File: config.mk
export PLATFORM = sky130hd
export DESIGN_NAME = instr_fetch_unit_flat
export DESIGN_NICKNAME = d
export VERILOG_FILES = /design/src/rtl/riscv_pkg.sv /design/src/rtl/instr_fetch_unit_if.sv /design/src/rtl/instr_fetch_unit_pc_next_gen.sv /design/src/rtl/instr_fetch_unit.sv /design/src/flat_wrapper.sv
export SDC_FILE = /design/constraint.sdc
export NUM_CORES = 1
export LEC_CHECK = 0
export ABC_AREA = 1
export CORE_ASPECT_RATIO = 0.8
export CORE_MARGIN = 8
export CORE_UTILIZATION = 45
export CTS_CLUSTER_DIAMETER = 150
export DETAILED_ROUTE_END_ITERATION = 8
export DONT_BUFFER_PORTS = 1
export PLACE_DENSITY = 0.61
export SLEW_MARGIN = 20
export SYNTH_ARGS = -nofsm -noshare
export SYNTH_HDL_FRONTEND = slang
export SYNTH_SLANG_ARGS = --single-unit
export TNS_END_PERCENT = 30
File: constraint.sdc
create_clock -name clk -period 2.4 [get_ports clk]
set_input_delay 0.48 -clock clk [delete_from_list [all_inputs] [get_ports clk]]
set_output_delay 0.48 -clock clk [all_outputs]
set_load 0.02 [all_outputs]
File: src/rtl/riscv_pkg.sv
// Shared types and constants for the fetch stage.
package riscv_pkg;

   localparam int unsigned DEFAULT_DATA_WIDTH = 32;
   localparam int unsigned DEFAULT_ADDR_WIDTH = 32;

   // addi x0, x0, 0: presented to decode while no real instruction is held
   localparam logic [31:0] NOP_INSTR        = 32'h0000_0013;
   localparam logic [31:0] DEFAULT_RESET_PC = 32'h0000_0000;

   typedef enum logic [1:0] {
      BOOT  = 2'd0,
      FETCH = 2'd1,
      HOLD  = 2'd2,
      HALT  = 2'd3
   } fetch_state_t;

endpackage

File: src/rtl/instr_fetch_unit_if.sv
// Instruction-memory and decode handshake bundle for the fetch stage.
interface instr_fetch_unit_if #(
   parameter int unsigned DATA_WIDTH = 32,
   parameter int unsigned ADDR_WIDTH = 32
);

   // instruction memory side
   logic                  IMemReq;
   logic [ADDR_WIDTH-1:0] IMemAddr;
   logic                  IMemAck;
   logic [DATA_WIDTH-1:0] IMemData;

   // decode side
   logic [DATA_WIDTH-1:0] Instr;
   logic [ADDR_WIDTH-1:0] PC;
   logic                  InstrValid;
   logic                  InstrReady;
   logic                  PCSrc;
   logic [DATA_WIDTH-1:0] ImmOp;
   logic                  MisalignErr;

   // fetch unit
   modport master (
      output IMemReq, IMemAddr, Instr, PC, InstrValid, MisalignErr,
      input  IMemAck, IMemData, InstrReady, PCSrc, ImmOp
   );

   // memory + decode environment
   modport slave (
      input  IMemReq, IMemAddr, Instr, PC, InstrValid, MisalignErr,
      output IMemAck, IMemData, InstrReady, PCSrc, ImmOp
   );

endinterface

File: src/rtl/instr_fetch_unit_pc_next_gen.sv
// Next-PC selection (sequential or branch target) with word-alignment check.
module pc_next_gen #(
   parameter int unsigned DATA_WIDTH = 32,
   parameter int unsigned ADDR_WIDTH = 32
) (
   input  logic [ADDR_WIDTH-1:0] PC,
   input  logic [DATA_WIDTH-1:0] ImmOp,
   input  logic                  PCSrc,
   output logic [ADDR_WIDTH-1:0] NextPC,
   output logic                  Misalign
);

   // adds wrap modulo 2^ADDR_WIDTH; negative offsets work as two's complement
   always_comb begin
      NextPC   = PC + ADDR_WIDTH'(4);
      if (PCSrc) begin
         NextPC = PC + ImmOp[ADDR_WIDTH-1:0];
      end
      Misalign = (NextPC[1:0] != 2'b00);
   end

endmodule

File: src/rtl/instr_fetch_unit.sv
// Fetch stage: owns the PC, requests instructions from memory and hands them to decode.
module instr_fetch_unit
   import riscv_pkg::*;
#(
   parameter int unsigned           DATA_WIDTH = DEFAULT_DATA_WIDTH,
   parameter int unsigned           ADDR_WIDTH = DEFAULT_ADDR_WIDTH,
   parameter logic [ADDR_WIDTH-1:0] RESET_PC   = ADDR_WIDTH'(DEFAULT_RESET_PC)
) (
   input  logic                   clk,
   input  logic                   rst_n,
   instr_fetch_unit_if.master     bus
);

   fetch_state_t          state_q,     state_d;
   logic [ADDR_WIDTH-1:0] fetch_pc_q,  fetch_pc_d;
   logic [ADDR_WIDTH-1:0] pc_q,        pc_d;
   logic [DATA_WIDTH-1:0] instr_q,     instr_d;
   logic                  misalign_q,  misalign_d;

   logic [ADDR_WIDTH-1:0] next_pc;
   logic                  next_misalign;

   pc_next_gen #(
      .DATA_WIDTH (DATA_WIDTH),
      .ADDR_WIDTH (ADDR_WIDTH)
   ) u_pc_next_gen (
      .PC       (pc_q),
      .ImmOp    (bus.ImmOp),
      .PCSrc    (bus.PCSrc),
      .NextPC   (next_pc),
      .Misalign (next_misalign)
   );

   // next-state and datapath update; branch inputs only matter in the accept cycle
   always_comb begin
      state_d    = state_q;
      fetch_pc_d = fetch_pc_q;
      pc_d       = pc_q;
      instr_d    = instr_q;
      misalign_d = misalign_q;
      case (state_q)
         BOOT: begin
            state_d = FETCH;
         end
         FETCH: begin
            if (bus.IMemAck) begin
               instr_d = bus.IMemData;
               pc_d    = fetch_pc_q;
               state_d = HOLD;
            end
         end
         HOLD: begin
            if (bus.InstrReady) begin
               if (next_misalign) begin
                  misalign_d = 1'b1;
                  state_d    = HALT;
               end else begin
                  fetch_pc_d = next_pc;
                  state_d    = FETCH;
               end
            end
         end
         HALT: begin
            state_d = HALT;
         end
         default: begin
            state_d = BOOT;
         end
      endcase
   end

   // state and datapath registers, async active-low reset
   always_ff @(posedge clk or negedge rst_n) begin
      if (!rst_n) begin
         state_q    <= BOOT;
         fetch_pc_q <= RESET_PC;
         pc_q       <= RESET_PC;
         instr_q    <= DATA_WIDTH'(NOP_INSTR);
         misalign_q <= 1'b0;
      end else begin
         state_q    <= state_d;
         fetch_pc_q <= fetch_pc_d;
         pc_q       <= pc_d;
         instr_q    <= instr_d;
         misalign_q <= misalign_d;
      end
   end

   // request/valid decode straight from the state register, so reset drops them at once
   assign bus.IMemReq     = (state_q == FETCH);
   assign bus.IMemAddr    = fetch_pc_q;
   assign bus.InstrValid  = (state_q == HOLD);
   assign bus.Instr       = instr_q;
   assign bus.PC          = pc_q;
   assign bus.MisalignErr = misalign_q;

endmodule

File: src/flat_wrapper.sv
// flat-port wrapper written by rule: the top's interface ports become plain ports
module instr_fetch_unit_flat import riscv_pkg::*;
#(
   parameter int unsigned           DATA_WIDTH = DEFAULT_DATA_WIDTH,
   parameter int unsigned           ADDR_WIDTH = DEFAULT_ADDR_WIDTH,
   parameter logic [ADDR_WIDTH-1:0] RESET_PC   = ADDR_WIDTH'(DEFAULT_RESET_PC)
)
  (clk, rst_n, bus_IMemReq, bus_IMemAddr, bus_Instr, bus_PC, bus_InstrValid, bus_MisalignErr, bus_IMemAck, bus_IMemData, bus_InstrReady, bus_PCSrc, bus_ImmOp);
  instr_fetch_unit_if #(.DATA_WIDTH(DATA_WIDTH), .ADDR_WIDTH(ADDR_WIDTH)) bus_i ();
  input  logic clk;
  input  logic rst_n;
  output wire logic [$bits(bus_i.IMemReq)-1:0] bus_IMemReq;
  output wire logic [$bits(bus_i.IMemAddr)-1:0] bus_IMemAddr;
  output wire logic [$bits(bus_i.Instr)-1:0] bus_Instr;
  output wire logic [$bits(bus_i.PC)-1:0] bus_PC;
  output wire logic [$bits(bus_i.InstrValid)-1:0] bus_InstrValid;
  output wire logic [$bits(bus_i.MisalignErr)-1:0] bus_MisalignErr;
  input wire logic [$bits(bus_i.IMemAck)-1:0] bus_IMemAck;
  input wire logic [$bits(bus_i.IMemData)-1:0] bus_IMemData;
  input wire logic [$bits(bus_i.InstrReady)-1:0] bus_InstrReady;
  input wire logic [$bits(bus_i.PCSrc)-1:0] bus_PCSrc;
  input wire logic [$bits(bus_i.ImmOp)-1:0] bus_ImmOp;
  assign bus_IMemReq = bus_i.IMemReq;
  assign bus_IMemAddr = bus_i.IMemAddr;
  assign bus_Instr = bus_i.Instr;
  assign bus_PC = bus_i.PC;
  assign bus_InstrValid = bus_i.InstrValid;
  assign bus_MisalignErr = bus_i.MisalignErr;
  assign bus_i.IMemAck = bus_IMemAck;
  assign bus_i.IMemData = bus_IMemData;
  assign bus_i.InstrReady = bus_InstrReady;
  assign bus_i.PCSrc = bus_PCSrc;
  assign bus_i.ImmOp = bus_ImmOp;
  instr_fetch_unit #(.DATA_WIDTH(DATA_WIDTH), .ADDR_WIDTH(ADDR_WIDTH), .RESET_PC(RESET_PC)) u_core (.clk(clk), .rst_n(rst_n), .bus(bus_i));
endmodule
# Word level (Yosys, flattened, before mapping)
# Cells that the tools add are included.
[totals]
elab_cells = 24
register_bits = 99
in_bits = 69
[classes]
bitwise = 1
n_reduce_logical = 6
muxes = 5
n_eq_ne = 5
add_sub_neg = 2
[ops]
columns = ["cell", "count"]
rows = [
  ["$add A32 B3 Y32 const B", 1],
  ["$add A32 B32 Y32", 1],
  ["$mux W32", 1],
  ["$pmux W2 S4", 1],
  ["$mux W2", 3],
  ["$reduce_and A3 Y1", 2],
  ["$eq A2 B2 Y1 const B", 2],
  ["$ne A2 B1 Y1 const B", 2],
  ["$reduce_and A2 Y1", 2],
  ["$eq A2 B1 Y1 const B", 1],
  ["$logic_not A2 Y1", 1],
  ["$reduce_bool A2 Y1", 1],
  ["$not A1 Y1", 1],
]

# Logic depth before layout (Yosys ltp)
# Gate-level depths: netlist (run 1).
[depth]
word_depth = 6
mapped_depth = 14
mapped_depth_nobuf = 14

# By module
# From an unflattened synthesis (run 1), not the netlist that was laid out.
[unflattened]
cells_unflattened = 1164
area_unflattened_um2 = 7502.2
[modules_own_cells]
columns = ["mod", "cells_each", "n_inst", "area_each_um2"]
rows = [
  ["instr_fetch_unit", 436, 1, 4003.8],
  ["pc_next_gen", 728, 1, 3498.4],
]

# Worst setup path before layout (run 1)
# Ideal clock, no wire load.
[synth_path]
path_kind = "reg-to-reg"
start = "register u_core.pc_q[0], in the netlist u_core.bus.PC[0]"
end = "register u_core.fetch_pc_q[26], in the netlist u_core.bus.IMemAddr[26]"
stages_incl_launch_ff = 9
arrival_time_ns = 2.032
slack_ns = 0.245
n_path_buf = 1
required_time_ns = 2.278
path_cell_list = "dfrtp_1 ha_1 fa_1 or3_1 nand2_1 nand2_2 clkbuf_1 a21oi_1 a21oi_1"
[synth_between]
elab_chain_cells = 5
word_cells_on_any_way = 6
classes_between = "add/sub (2); mux (1); bitwise (1); reduce/logical (2)"
[synth_rtl]
columns = ["element", "line", "source"]
rows = [
  ["start: declaration", "instr_fetch_unit.sv:16", "logic [ADDR_WIDTH-1:0] pc_q, pc_d;"],
  ["start signal: assignment", "instr_fetch_unit.sv:83", "pc_q <= pc_d;"],
  ["$add A32 B3 Y32 or $add A32 B32 Y32 (tied branches)", "instr_fetch_unit_pc_next_gen.sv:15, instr_fetch_unit_pc_next_gen.sv:17", ""],
  ["$mux W32 *", "instr_fetch_unit_pc_next_gen.sv:16", "if (PCSrc) begin"],
  ["$reduce_bool A2 Y1", "instr_fetch_unit_pc_next_gen.sv:19", "Misalign = (NextPC[1:0] != 2'b00);"],
  ["$not A1 Y1 (no source line)", "n/a", ""],
  ["$reduce_and A3 Y1 (no source line)", "n/a", ""],
  ["end signal: assignment", "instr_fetch_unit.sv:82", "fetch_pc_q <= fetch_pc_d;"],
  ["end: declaration", "instr_fetch_unit.sv:15", "logic [ADDR_WIDTH-1:0] fetch_pc_q, fetch_pc_d;"],
]
# Every way passes the cells marked *; elsewhere a longest branch is shown, timed or not.
# A chain may end at the register's enable or synchronous reset.

# Worst setup path in the final report (run 1)
[layout_path]
start = "register u_core.pc_q[25], in the netlist u_core.bus.PC[25]"
end = "register u_core.fetch_pc_q[31], in the netlist u_core.bus.IMemAddr[31]"
[layout_between]
elab_chain_cells = 2
word_cells_on_any_way = 3
classes_between = "add/sub (2); mux (1)"
[layout_rtl]
columns = ["element", "line"]
rows = [
  ["$add A32 B3 Y32 or $add A32 B32 Y32 (tied branches)", "instr_fetch_unit_pc_next_gen.sv:15, instr_fetch_unit_pc_next_gen.sv:17"],
  ["$mux W32 *", "instr_fetch_unit_pc_next_gen.sv:16"],
]
# Marks and branches as above.

==> results of run 1 <==
-- cell type report --
| type | instances | area [µm²] |
|---|---|---|
| Tap cell | 215 | 269 |
| Clock buffer | 12 | 256 |
| Clock inverter | 4 | 33.8 |
| Timing Repair Buffer | 41 | 333 |
| Fill cell | 1600 | 7720 |
| Inverter | 154 | 579 |
| Multi-Input combinational cell | 731 | 3870 |
| Sequential cell | 99 | 2480 |
-- layout by cell type, fill, tap and decap left out, types with 6 or more instances in the layout --
cell         n
nand2_1    295
inv_1      148
nor2_1     111
dfrtp_1     96
a21oi_1     85
nand3_1     48
buf_4       39
mux2_2      37
ha_1        32
o21ai_0     27
xor2_1      18
nor3_1      11
nand3b_1     9
clkbuf_16    9
nand2_2      6
nand4_1      6
-- per-layer routing --
layer / vias to the layer above / wire length (µm) / track usage (%)
met3: 24 / 2430 / 7.38
met1: 3042 / 9670 / 30.4
met5: - / 0 / 0
met2: 281 / 10400 / 36.0
li1: 3244 / - / -
met4: 0 / 391 / 5.58
-- through the flow --
stage	total power, µW	worst slack [ns]	cells
2_1_floorplan	5880	0.245	1006
3_3_place_gp	7360	0.161	1240
3_5_place_dp	7390	0.103	1240
4_1_cts	8870	0.199	1256
5_1_grt	9530	0.0251	1256
6_report	8860	0.183	1256
-- worst reg2reg max path: stages, from the launching register on --
cell	delay, ns
dfrtp_1	0.42
ha_1	0.45
nand2_1	0.18
inv_1	0.12
nand2_1	0.13
nor3_1	0.31
nand3_1	0.21
nand3_1	0.12
nand3_1	0.07
nand2_1	0.06
nand2_1	0.04
-- power groups by stage --
stage | Sequential, µW | Clock (µW) | Combinational, µW
floorplan | 3330 | 0 | 2560
global placement | 3140 | 0 | 4220
detailed placement | 3150 | 0 | 4250
CTS | 3120 | 1490 | 4270
global route | 3170 | 1550 | 4810
finish | 3100 | 1450 | 4310
-- state kept, by name, indices dropped and copies added (netlist names) --
| name | flops |
|---|---|
| u_core.state_q | 2 |
| u_core.bus.PC | 32 |
| u_core.bus.IMemAddr | 32 |
| u_core.bus.MisalignErr | 1 |
| u_core.bus.Instr | 32 |
-- kinds of logic (layout without fill, tap and decap cells) --
group	after synthesis	count (layout)
flops	99	99
xor+xnor	21	21
buf+inv	176	211
mux	37	37
simple gates	507	507
fa+ha+maj	33	33
compound gates	133	133
-- how the worst min path moves through the flow --
stage	from	endpoint	slack (ns)	cells past startpoint
3_5_place_dp	rst_n	u_core.bus.PC[28]	0.19	0
3_3_place_gp	rst_n	u_core.bus.PC[28]	0.19	0
5_1_grt	rst_n	u_core.bus.Instr[23]	-0.20	0
2_1_floorplan	rst_n	u_core.bus.IMemAddr[0]	0.18	0
4_1_cts	rst_n	u_core.bus.PC[29]	-0.19	0
6_report	rst_n	u_core.bus.PC[28]	-0.19	0
-- what timing repair did --
| item | in CTS | in global routing |
|---|---|---|
| endpoints found under the setup margin | 0 | 1 |
| buffers inserted | 0 | 0 |
| endpoints found under the hold margin | 99 | 99 |
| resized for setup | 0 | 1 |
==> metrics.cfg, run 1 <==
[placed_design]
dp_hpwl_mm = 18.1
dpl_cell_area_mm2 = 0.00753
port_buffers = 0
gp_congestion = 0.936

[power_and_ir_drop]
switching_share_pct = 49.8
ir_drop_v = 0.000526
p_clk_share_pct = 16.4
power.density_mw_per_mm2 = 1130
pwr-share-seq_pct = 35.0
switching_power_uw = 4410
p_leak_uw = 0.00417
intPower_uw = 4450
pwr-share-comb_pct = 48.6

[synth]
seq_area_frac_synth_pct = 35.3
yosys.area_share.adder_pct = 5.98
synth_cell_types = 46
synth_nets = 1108
synth_top_family_by_area = simple AND/OR/NAND/NOR gates
muxShareOfSynthArea_pct = 5.93
synth.largest_area_cell = dfrtp_1
yosysMostFrequentCell = nand2_1
synth_compound_area_share_pct = 9.99
synth_top_area_share_pct = 34.2
synth_area_leaders = dfrtp_1 (34%), nand2_1 (16%), inv_1 (7.9%)
synth_commonest_cells = nand2_1 (296), inv_1 (148), nor2_1 (111)
synthXorXnorAreaFrac_pct = 2.62
yosys.area_share.simple_pct = 30.4
synth_edf_count = 0
syn_inst = 1006
yosysWarnings = 0
synth-seq-cells = 99
ys.flop_type = dfrtp_1
synth_area_mm2 = 0.00703
async_reset_ff_share_pct = 100
syn_avg_cell_area_um2 = 6.98

[drt]
antenna_left = 0
vias_per_cell = 5.25
wl_per_cell_um = 18.3
routed_wl_mm = 22.9
via_count = 6591
drt_iter0_markers = 582
drc_errors = 0
drtPass1Iterations = 6

[worst_setup_path]
path_class = flip-flop to flip-flop
crit_chain = ha_1, nand2_1, inv_1, nand2_1, nor3_1, nand3_1, nand3_1, nand3_1, nand2_1, nand2_1
critPathCapture = u_core.bus.IMemAddr[31]
reg2reg_from = u_core.bus.PC[25]
path_max_fanout = 5
cp_top_family = simple AND/OR/NAND/NOR gates
worst_r2r_endpoint = u_core.bus.IMemAddr[31]
critPathCaptureType = flip-flop
path_depth = 10
critPathLaunch = u_core.bus.PC[25]
cp-start-kind = flip-flop
critPathMaxStageDelay_ns = 0.45
crit_buf_inv = 1
cp.arrival_ns = 2.47
cp_data_required_time_ns = 2.65
cpMaxStageDelayCell = ha_1
r2r_cells = 10
cpMostUsedCell = nand2_1
ff2ff_setup_slack_ns = 0.18

[cells_and_area]
syn2layout_area_growth_pct = 11.3
antenna_cells = 0
finalCoreUtilization_pct = 50.3
fin_nets = 1138
finalInstanceArea_mm2 = 0.00782
drive_above_1_share_pct = 11.9

[floorplan]
std_cell_rows = 41
die_w_um = 156
start_util_pct = 45.2
fp.dieH_um = 128
coreArea_mm2 = 0.0155
ioPinCount = 168
die_area_mm2 = 0.0199

[cts]
htreeDepth = 3
tritoncts = yes
cts_buffer_depth = 2
cts_root_buffer = clkbuf_16
clock_latency_ns = 0.35
cts_buffers = 9
clkSinkCount = 99
path_clk_slew_ns = 0.07

[timing]
drv_slew = 0
setup_viol = 0
hold_viol_final = 98
period_needed_ns = 2.22
slew_headroom_pct = 73.6
grt_setup_unrepaired = false
fin_setup_tns_ns = 0
finalClockSkew_ns = 0.00652
max_clock_freq_ghz = 0.451
period_share_pct = 92.4
whs_ns = -0.188
tightest_slew_ns = 0.395

[status]
outcome = complete, but fails checks
violations = hold timing

[global_route]
track_usage_pct = 23.0
grt_max_degree = 100
grt_remaining_overflow = 0
antenna_found_initial = 0
grt_pass1_vias = 6191
grt_pass1_wl_mm = 35.3

[job]
drv_cap = 0

[worst_hold_path]
hp-class = input pin to asynchronous set/reset pin

(Power assumes the default switching activity.)
==> run 2, diff against run 1 <==
--- a/config.mk
+++ b/config.mk
@@ -5,7 +5,6 @@
 export SDC_FILE = /design/constraint.sdc
 export NUM_CORES = 1
 export LEC_CHECK = 0
-export ABC_AREA = 1
 export CORE_ASPECT_RATIO = 0.8
 export CORE_MARGIN = 8
 export CORE_UTILIZATION = 45
==> run 2 against run 1 <==
  * The flow finishes with violations (hold timing, setup timing)
  * Register-to-register slack lost 0.24 ns
  * Synthesized area shrank 13%
  * Total power down 49%
  * Flip-flop and latch count did not move
  * Maximum frequency fell by 9.7%
  * Design area shrank 1.8%
  * Hold slack worse by 0.0034 ns
  * Non-clock buffer count grew 71
  * Sequential power decreased by 26%
  * Combinational power shrank 84%
  * Critical path type unchanged
  * Highest routed layer unchanged
==> metrics.cfg, run 2 <==
[power_and_ir_drop]
ir_drop_v = 0.000422  ; -20%
power.density_mw_per_mm2 = 588  ; -48%
power_uw = 4520  ; -49%
p_leak_uw = 0.00356  ; -15%

[drt]
drc_errors = 0  ; unchanged
wl_per_cell_um = 20.5  ; +12%
vias_per_cell = 5.77  ; +9.9%
routed_wl_mm = 18.4  ; -20%
drt_iter0_markers = 304  ; -48%
antenna_left = 0  ; unchanged
via_count = 5161  ; -22%
drtPass1Iterations = 7  ; +1

[cells_and_area]
layout_common_cells = buf_4 (111), dfrtp_1 (94), mux2_2 (64)
finalCoreUtilization_pct = 57.1  ; +6.8 points
antenna_cells = 0  ; unchanged
num-fill-cells = 1152  ; -28%
finalInstanceArea_mm2 = 0.00768  ; -1.8%
drive_above_1_share_pct = 34.3  ; +22 points
multi_input_area_mm2 = 0.00376  ; -2.7%
fin_nets = 812  ; -29%
seqCellArea_mm2 = 0.00248  ; +0.10%
syn2layout_area_growth_pct = 25.2
layout_commonest_cell = buf_4

[floorplan]
coreArea_mm2 = 0.0135  ; -13%
die_w_um = 147  ; -5.9%
std_cell_rows = 38  ; -7.3%
ioPinCount = 168  ; unchanged
start_util_pct = 45.6  ; +0.37 points
fp.dieH_um = 120  ; -5.8%
die_area_mm2 = 0.0176  ; -11%

[synth]
yosysWarnings = 0  ; unchanged
synth_area_leaders = dfrtp_1 (39%), mux2_2 (12%), ha_1 (6.5%)
synth_nets = 719  ; -35%
synth.largest_area_cell = dfrtp_1
syn_avg_cell_area_um2 = 9.94  ; +42%
synth_area_mm2 = 0.00613  ; -13%
synth_top_area_share_pct = 39.2  ; +5.0 points
async_reset_ff_share_pct = 100  ; unchanged
yosysMostFrequentCell = dfrtp_1
syn_inst = 617  ; -39%
seq_area_frac_synth_pct = 40.5  ; +5.2 points
ys.flop_type = dfrtp_1
synth-seq-cells = 99  ; unchanged
synth_commonest_cells = dfrtp_1 (96), mux2_2 (64), nand2_1 (55)
synth_edf_count = 0  ; unchanged
synth_cell_types = 65  ; +41%

[worst_setup_path]
path_class = flip-flop to flip-flop
cp_top_family = compound AO/OA/AOI/OAI gates
reg2reg_from = u_core.bus.PC[8]
cp.arrival_ns = 2.71  ; +0.24 ns
critPathCaptureType = flip-flop
crit_chain = ha_4, o21a_1, o21ai_2, or3_4, o21ai_4, a21oi_2, a211oi_2, a2111oi_2, o32a_1
r2r_cells = 9  ; -1
cp-start-kind = flip-flop
path_max_fanout = 5  ; unchanged
critPathMaxStageDelay_ns = 0.42  ; -0.03 ns
worst_r2r_endpoint = u_core.bus.IMemAddr[29]
ff2ff_setup_slack_ns = -0.06  ; -0.24 ns
cpMaxStageDelayCell = dfrtp_1
crit_buf_inv = 0  ; -1
cp_data_required_time_ns = 2.65  ; about the same

[cts]
clkSinkCount = 99  ; unchanged
clock_latency_ns = 0.36  ; about the same
cts_root_buffer = clkbuf_16
htreeDepth = 3  ; unchanged
cts_buffers = 9  ; unchanged
path_clk_slew_ns = 0.08  ; about the same
tritoncts = yes
cts_buffer_depth = 2  ; unchanged

[timing]
finalClockSkew_ns = 0.00780  ; +0.00128 ns
hold_viol_final = 96  ; -2.0%
grt_setup_unrepaired = true
drv_slew = 0  ; unchanged
worst_slack_ns = -0.0567  ; -0.239 ns
setup_viol = 6  ; +6
fin_setup_tns_ns = -0.144  ; -0.144 ns
slew_headroom_pct = 63.4  ; -10 points
period_needed_ns = 2.46  ; +0.239 ns
max_clock_freq_ghz = 0.407  ; -9.7%
whs_ns = -0.192  ; -0.00338 ns
tightest_slew_ns = 0.543  ; +0.147 ns
period_share_pct = 102  ; +10 points

[global_route]
antenna_found_initial = 0  ; unchanged
grt_pass1_wl_mm = 28.5  ; -19%
grt_pass1_vias = 5133  ; -17%
grt_remaining_overflow = 0  ; unchanged
track_usage_pct = 20.1  ; -2.9 points
grt_max_degree = 100  ; unchanged

[status]
outcome = complete, but fails checks
violations = hold timing, setup timing

[worst_hold_path]
hp-class = input pin to asynchronous set/reset pin

[placed_design]
dp_hpwl_mm = 13.8  ; -24%
gp_congestion = 0.925  ; -1.2%
port_buffers = 0  ; unchanged
dpl_cell_area_mm2 = 0.00707  ; -6.1%

[job]
drv_cap = 0  ; unchanged

run 2: cell count changes in the layout (fill, tap and decap cells not counted), moves of 29 or more:
cell     previous run  this run
a21oi_1            85        42
inv_1             148         8
xnor2_1             3        32
nor2_1            111        33
nand3_1            48        17
nand2_1           295        54
buf_4              39       111
run 2: layout make-up:
class | instances | share of cell area [%]
multi-input combinational | 480 | 49.0
sequential | 99 | 32.3
timing repair buffer | 112 | 11.1
clock buffer | 9 | 2.93
tap | 180 | 2.93
clock inverter | 7 | 1.25
inverter | 8 | 0.391
run 2: stage by stage:
stage / instances / setup WS [ns]
6_report: 895 / -0.0567
5_1_grt: 895 / -0.146
4_1_cts: 890 / -0.0407
3_5_place_dp: 871 / -0.306
3_3_place_gp: 871 / -0.219
2_1_floorplan: 617 / -0.0808
run 2: how the worst max path moves through the flow:
stage / start / end / cells past startpoint
4_1_cts: u_core.bus.PC[14] / u_core.bus.IMemAddr[29] / 8
3_3_place_gp: bus_ImmOp[0] / u_core.bus.IMemAddr[28] / 10
2_1_floorplan: bus_ImmOp[0] / u_core.bus.IMemAddr[28] / 10
6_report: u_core.bus.PC[8] / u_core.bus.IMemAddr[29] / 9
3_5_place_dp: bus_ImmOp[0] / u_core.bus.IMemAddr[28] / 10
5_1_grt: u_core.bus.PC[4] / u_core.bus.IMemAddr[29] / 9
run 2: logic make-up after synthesis:
kind of cell	count (synthesis)	synth area share, %
XOR/XNOR	46	6.57
flip-flops	99	40.5
multiplexers	67	12.2
AND/OR/NAND/NOR	163	13.1
adder cells (fa/ha/maj)	33	6.86
buffers and inverters	38	2.49
AO/OA/AOI/OAI	171	18.2
run 2: repair_timing:
action / 4_1_cts / 5_1_grt
buffers inserted: 3 / 5
hold endpoints to repair: 99 / 98
pin swaps: 8 / 16
endpoints found under the setup margin: 18 / 20
gates resized for setup: 16 / 30
run 2: metal layers:
metal  global-route usage, %  up-vias  share of wire, %
met2                    31.2      167                46
met5                       0        -                 0
met4                    4.37        0               1.0
li1                        -     2443                 -
met1                    25.9     2536                44
met3                    8.36       15               9.5
run 2: where the power goes:
part	internal [µW]	leakage (µW)	total (µW)	switching, µW
Clock	762	0.000155	1550	785
Combinational	358	0.00210	685	328
Sequential	1880	0.00130	2280	408
Total	2990	0.00356	4520	1520
